$ cat src/rtl/controller_pkg.sv
// Shared definitions for the RV64I main controller: opcode/funct3 constants,
// ALU-control classes and the decoded control bundle.
package controller_pkg;

    localparam logic [6:0] OPC_R_TYPE  = 7'b0110011;
    localparam logic [6:0] OPC_I_ARITH = 7'b0010011;
    localparam logic [6:0] OPC_LOAD    = 7'b0000011;
    localparam logic [6:0] OPC_STORE   = 7'b0100011;
    localparam logic [6:0] OPC_BRANCH  = 7'b1100011;

    localparam logic [2:0] F3_BEQ = 3'b000;
    localparam logic [2:0] F3_BNE = 3'b001;

    typedef enum logic [1:0] {
        ALU_ADD   = 2'b00,
        ALU_SUB   = 2'b01,
        ALU_FUNCT = 2'b10
    } alu_op_t;

    typedef enum logic [1:0] {
        BR_NONE = 2'b00,
        BR_EQ   = 2'b01,
        BR_NE   = 2'b10
    } br_type_t;

    typedef struct packed {
        alu_op_t  alu_op;
        logic     reg_write;
        logic     mem_read;
        logic     mem_write;
        logic     mem_to_reg;
        logic     alu_src;
        br_type_t br_type;
        logic     illegal;
    } ctrl_t;

    localparam ctrl_t CTRL_NOP = '{
        alu_op:     ALU_ADD,
        reg_write:  1'b0,
        mem_read:   1'b0,
        mem_write:  1'b0,
        mem_to_reg: 1'b0,
        alu_src:    1'b0,
        br_type:    BR_NONE,
        illegal:    1'b0
    };

    function automatic logic branch_taken(input br_type_t br_type, input logic zero);
        case (br_type)
            BR_EQ:   return zero;
            BR_NE:   return ~zero;
            default: return 1'b0;
        endcase
    endfunction

endpackage

$ cat src/rtl/controller_decode.sv
// Combinational instruction decoder: maps an RV64I word to the control bundle.
// Unrecognised encodings decode to NOP; illegal flags NOPs other than all-zero.
module controller_decode
    import controller_pkg::*;
(
    input  logic [31:0] instruction,
    output ctrl_t       ctrl
);

    logic [6:0] opcode;
    logic [2:0] funct3;
    logic       recognized;

    assign opcode = instruction[6:0];
    assign funct3 = instruction[14:12];

    always_comb begin
        ctrl       = CTRL_NOP;
        recognized = 1'b0;
        case (opcode)
            OPC_R_TYPE: begin
                recognized     = 1'b1;
                ctrl.alu_op    = ALU_FUNCT;
                ctrl.reg_write = 1'b1;
            end
            OPC_I_ARITH: begin
                recognized     = 1'b1;
                ctrl.alu_op    = ALU_FUNCT;
                ctrl.reg_write = 1'b1;
                ctrl.alu_src   = 1'b1;
            end
            OPC_LOAD: begin
                recognized      = 1'b1;
                ctrl.alu_op     = ALU_ADD;
                ctrl.reg_write  = 1'b1;
                ctrl.mem_read   = 1'b1;
                ctrl.mem_to_reg = 1'b1;
                ctrl.alu_src    = 1'b1;
            end
            OPC_STORE: begin
                recognized     = 1'b1;
                ctrl.alu_op    = ALU_ADD;
                ctrl.mem_write = 1'b1;
                ctrl.alu_src   = 1'b1;
            end
            OPC_BRANCH: begin
                if (funct3 == F3_BEQ) begin
                    recognized   = 1'b1;
                    ctrl.alu_op  = ALU_SUB;
                    ctrl.br_type = BR_EQ;
                end else if (funct3 == F3_BNE) begin
                    recognized   = 1'b1;
                    ctrl.alu_op  = ALU_SUB;
                    ctrl.br_type = BR_NE;
                end
            end
            default: ;
        endcase
        // An all-zero word is treated as a benign bubble, not an illegal op.
        ctrl.illegal = ~recognized & (|instruction);
    end

endmodule

$ cat src/rtl/controller.sv
// Main controller top: decode, optional output register stage and the live
// Branch gate. Optional illegal/illegal_seen ports under CONTROLLER_ILLEGAL_EN.
module controller
    import controller_pkg::*;
#(
    parameter int REG_OUT = 1
) (
    input  logic        clk,
    input  logic        reset,
    input  logic [31:0] instruction,
    input  logic        Zero,
    output logic [1:0]  ALUop,
    output logic        RegWrite,
    output logic        MemRead,
    output logic        MemWrite,
    output logic        MemToReg,
    output logic        ALUSrc,
    output logic        Branch
`ifdef CONTROLLER_ILLEGAL_EN
    ,
    output logic        illegal,
    output logic        illegal_seen
`endif
);

    ctrl_t dec;
    ctrl_t ctrl;

    controller_decode u_decode (
        .instruction (instruction),
        .ctrl        (dec)
    );

    generate
        if (REG_OUT != 0) begin : g_reg_out
            always_ff @(posedge clk or negedge reset) begin
                if (!reset) begin
                    ctrl <= CTRL_NOP;
                end else begin
                    ctrl <= dec;
                end
            end
        end else begin : g_comb_out
            assign ctrl = dec;
        end
    endgenerate

    assign ALUop    = ctrl.alu_op;
    assign RegWrite = ctrl.reg_write;
    assign MemRead  = ctrl.mem_read;
    assign MemWrite = ctrl.mem_write;
    assign MemToReg = ctrl.mem_to_reg;
    assign ALUSrc   = ctrl.alu_src;

    // Zero arrives from the ALU in the same cycle, so Branch must stay unregistered.
    assign Branch = branch_taken(ctrl.br_type, Zero);

`ifdef CONTROLLER_ILLEGAL_EN
    assign illegal = ctrl.illegal;

    always_ff @(posedge clk or negedge reset) begin
        if (!reset) begin
            illegal_seen <= 1'b0;
        end else if (dec.illegal) begin
            illegal_seen <= 1'b1;
        end
    end
`else
    logic unused_illegal;
    assign unused_illegal = ctrl.illegal;
`endif

endmodule

$ cat config.mk
export PLATFORM = sky130hd
export DESIGN_NAME = controller
export DESIGN_NICKNAME = d
export VERILOG_FILES = /design/src/rtl/controller_pkg.sv /design/src/rtl/controller_decode.sv /design/src/rtl/controller.sv
export SDC_FILE = /design/constraint.sdc
export NUM_CORES = 1
export LEC_CHECK = 0
export CAP_MARGIN = 20
export CORE_MARGIN = 1
export CORE_UTILIZATION = 27
export CTS_CLUSTER_DIAMETER = 100
export DETAILED_ROUTE_END_ITERATION = 8
export PLACE_DENSITY = 0.83
export SLEW_MARGIN = 10
export SYNTH_ARGS = -nofsm -noshare
export SYNTH_HDL_FRONTEND = slang
export SYNTH_SLANG_ARGS = --single-unit
$ cat constraint.sdc
create_clock -name clk -period 2.3 [get_ports clk]
set_clock_uncertainty 0.05 [all_clocks]
set_input_delay 0.46 -clock clk [delete_from_list [all_inputs] [get_ports clk]]
set_output_delay 0.46 -clock clk [all_outputs]
set_load 0.03 [all_outputs]
==> flow_metrics.tcl <==
set metrics [dict create \
    finalMaxSlewViolations 0 \
    grt_antenna_before_repair 0 \
    critical_path.max_stage_delay_ns 0.48 \
    cell_chain_critical_path "clkdlybuf4s50_1 > nand2_1 > o22ai_1 > buf_4" \
    grt_start_max_net_pins 9 \
    effective_utilization_at_floorplan_pct 30.3 \
    number_of_global_route_vias_before_repair 263 \
    timing.max_slew.rel_slack_pct 73.5 \
    synth_warnings 0 \
    floorplan.io_pins 43 \
    num_antenna_cells 0 \
    dpl.cell_count 58 \
    worst_path_max_delay_cell "sky130_fd_sc_hd__clkdlybuf4s50_1" \
    ys_seq_area_share_pct 56.3 \
    power.density_cell_area_nw_per_um2 495 \
    yosysUniqueCellTypes 17 \
    vias 284 \
    max_cap_viol_count 0 \
    num_rows 12 \
    drt-vias-per-instance 4.66 \
    finalSetupViolations 0 \
    min_period_over_period_pct 78.1 \
    netlist_area_sq_um 355 \
    detailed_place_hpwl_microns 482 \
    drt_first_iter_violations 3 \
    final_cells 61 \
    cts_inserted_buffers 3 \
    floorplan.die.height_microns 38.3 \
    nNetsFinal 84 \
    place_congestion 0.684 \
    worst-endpoint-arrival_ns 1.29 \
    worstHoldPathType "in -> async" \
    worstPathRequired_ns 1.79 \
    tightest_slew_ns 0.395 \
    setup_slack_ns 0.503 \
    power.static_leakage_nw 0.228 \
    syn_to_final_growth_pct 59.5 \
    timing.setup.tns_ns 0 \
    place_worst_setup_slack_ns 0.471 \
    hold_viol 0 \
    critPathLaunchType "primary input" \
    totalWireLength_microns 590 \
    crit_fanout 2 \
    die_area_sq_um 1460 \
    htree_num_levels 1 \
    crit_type "in -> out" \
    period_minus_slack_ns 1.80 \
    placeable_core_region_sq_um 1170 \
    peakVddDrop_mv 0.138 \
    final_layout_size_suffix_gt1_share_pct 21.3 \
    port_buffers 20 \
    dpl_cell_area_sq_um 544 \
    worst_setup_path_end_kind "primary output" \
    cts.sinks 8 \
    clock_tree.root_cell "sky130_fd_sc_hd__clkbuf_4" \
    setup_repair_after_global_routing_missed_its_margin "no" \
    cts_resized 0 \
    routed_wire_length_per_instance_microns 9.67 \
    cts_hold_buffers 0 \
    synthesized_flop_and_latch_total 8 \
    cts_buffer_depth 2 \
    postCtsSetupBuffers 0 \
    gr-usage-all-layers_pct 11.8 \
    mappedNetlistNets 63 \
    synthCells 28 \
    drc 0 \
    drt-pass1-iter-count 2 \
    outcome "finished clean" \
    antenna_left 0 \
    fmaxAchievable_mhz 557 \
    path_clk_slew_ns 0.05 \
    fp.dieW_microns 38.3 \
    post_synth.cell_area_avg_sq_um 12.7 \
    overflow 0 \
    post-route-cell-area_sq_um 567 \
    cts_tree "yes" \
    first_pass_grt_wire_length_microns 1060 \
]
[cell type report]
type                    count  area [sq um]
repair buffers             20           198
fillers                   117           604
clock buffers               3          22.5
multi-input cells          15           125
inverters                   1          3.75
well taps                  14          17.5
flip-flops and latches      8           200
[cells by family (layout without fill, tap and decap cells)]
kind of cell    count (synthesis)  count (layout)  synth area share [%]
simple gates                   13              13                  31.3
buf+inv                         5              24                  8.45
flops                           8               8                  56.3
compound gates                  2               2                  3.88
[cell usage after synthesis]
library cell                n  area (sq um)
sky130_fd_sc_hd__a211oi_1   1          7.51
sky130_fd_sc_hd__and2b_2    1          8.76
sky130_fd_sc_hd__buf_4      3          22.5
sky130_fd_sc_hd__clkbuf_1   1          3.75
sky130_fd_sc_hd__dfrtp_1    8           200
sky130_fd_sc_hd__inv_1      1          3.75
sky130_fd_sc_hd__nand2_1    2          7.51
sky130_fd_sc_hd__nand2b_1   1          6.26
sky130_fd_sc_hd__nand4bb_1  1          11.3
sky130_fd_sc_hd__nor3_1     1          5.00
sky130_fd_sc_hd__nor3_2     2          20.0
sky130_fd_sc_hd__nor3b_1    1          7.51
sky130_fd_sc_hd__nor3b_2    1          12.5
sky130_fd_sc_hd__nor4_1     1          6.26
sky130_fd_sc_hd__nor4_2     1          12.5
sky130_fd_sc_hd__o22ai_1    1          6.26
sky130_fd_sc_hd__or4b_4     1          13.8
[stage by stage]
stage | util (%) | power [mW] | hold WS (ns)
floorplan | - | 0.154 | 0.114
global placement | 46.5 | 0.181 | 0.688
detailed placement | 46.5 | 0.182 | 0.691
CTS | 48.4 | 0.284 | 0.427
global route | 48.4 | 0.301 | 0.440
finish | 48.4 | 0.281 | 0.421
[where the power goes]
part	leakage, nW	internal (mW)	switching (mW)
logic	0.102	0.0232	0.0142
registers	0.111	0.142	0.000241
clock network	0.0138	0.0593	0.0417
[state kept, by name, summed over array words and instances (netlist names)]
name and cells:
MemToReg 1, RegWrite 1, MemWrite 1, ALUop 2
ctrl 2, ALUSrc 1
[worst max-delay path: cells and delay by family]
kind / cells / cell delay (ns)
and+or+nand+nor: 1 / 0.05
AOI/OAI and AO/OA: 1 / 0.11
buffers and inverters: 2 / 0.66
[layer usage]
layer	GRT usage (%)	share of wire, %	up-vias
met2	20.3	53	17
met4	16.1	5.9	0
met5	0	0	-
li1	-	-	135
met3	3.49	8.6	4
met1	8.82	32	128
[cells in the final DEF (no fill, tap or decap)]
cell type / Yosys / routed
sky130_fd_sc_hd__clkdlybuf4s50_1: 0 / 19
sky130_fd_sc_hd__nand4bb_1: 1 / 1
sky130_fd_sc_hd__nor4_1: 1 / 1
sky130_fd_sc_hd__o22ai_1: 1 / 1
sky130_fd_sc_hd__nand2b_1: 1 / 1
sky130_fd_sc_hd__clkbuf_4: 0 / 3
sky130_fd_sc_hd__nor4_2: 1 / 1
sky130_fd_sc_hd__and2b_2: 1 / 1
sky130_fd_sc_hd__or4b_4: 1 / 1
sky130_fd_sc_hd__inv_1: 1 / 1
sky130_fd_sc_hd__nand2_1: 2 / 2
sky130_fd_sc_hd__nor3b_1: 1 / 1
sky130_fd_sc_hd__a211oi_1: 1 / 1
sky130_fd_sc_hd__nor3b_2: 1 / 1
sky130_fd_sc_hd__dfrtp_1: 8 / 8
sky130_fd_sc_hd__nor3_2: 2 / 2
sky130_fd_sc_hd__buf_4: 3 / 1
sky130_fd_sc_hd__nor3_1: 1 / 1
[how the worst max path moves through the flow]
stage | start | endpoint | slack, ns
floorplan | Zero | Branch | 0.80
global placement | instruction[4] | ctrl[1] | 0.48
detailed placement | instruction[4] | ctrl[1] | 0.47
CTS | Zero | Branch | 0.50
global route | Zero | Branch | 0.45
finish | Zero | Branch | 0.50
(Power assumes the default switching activity.)
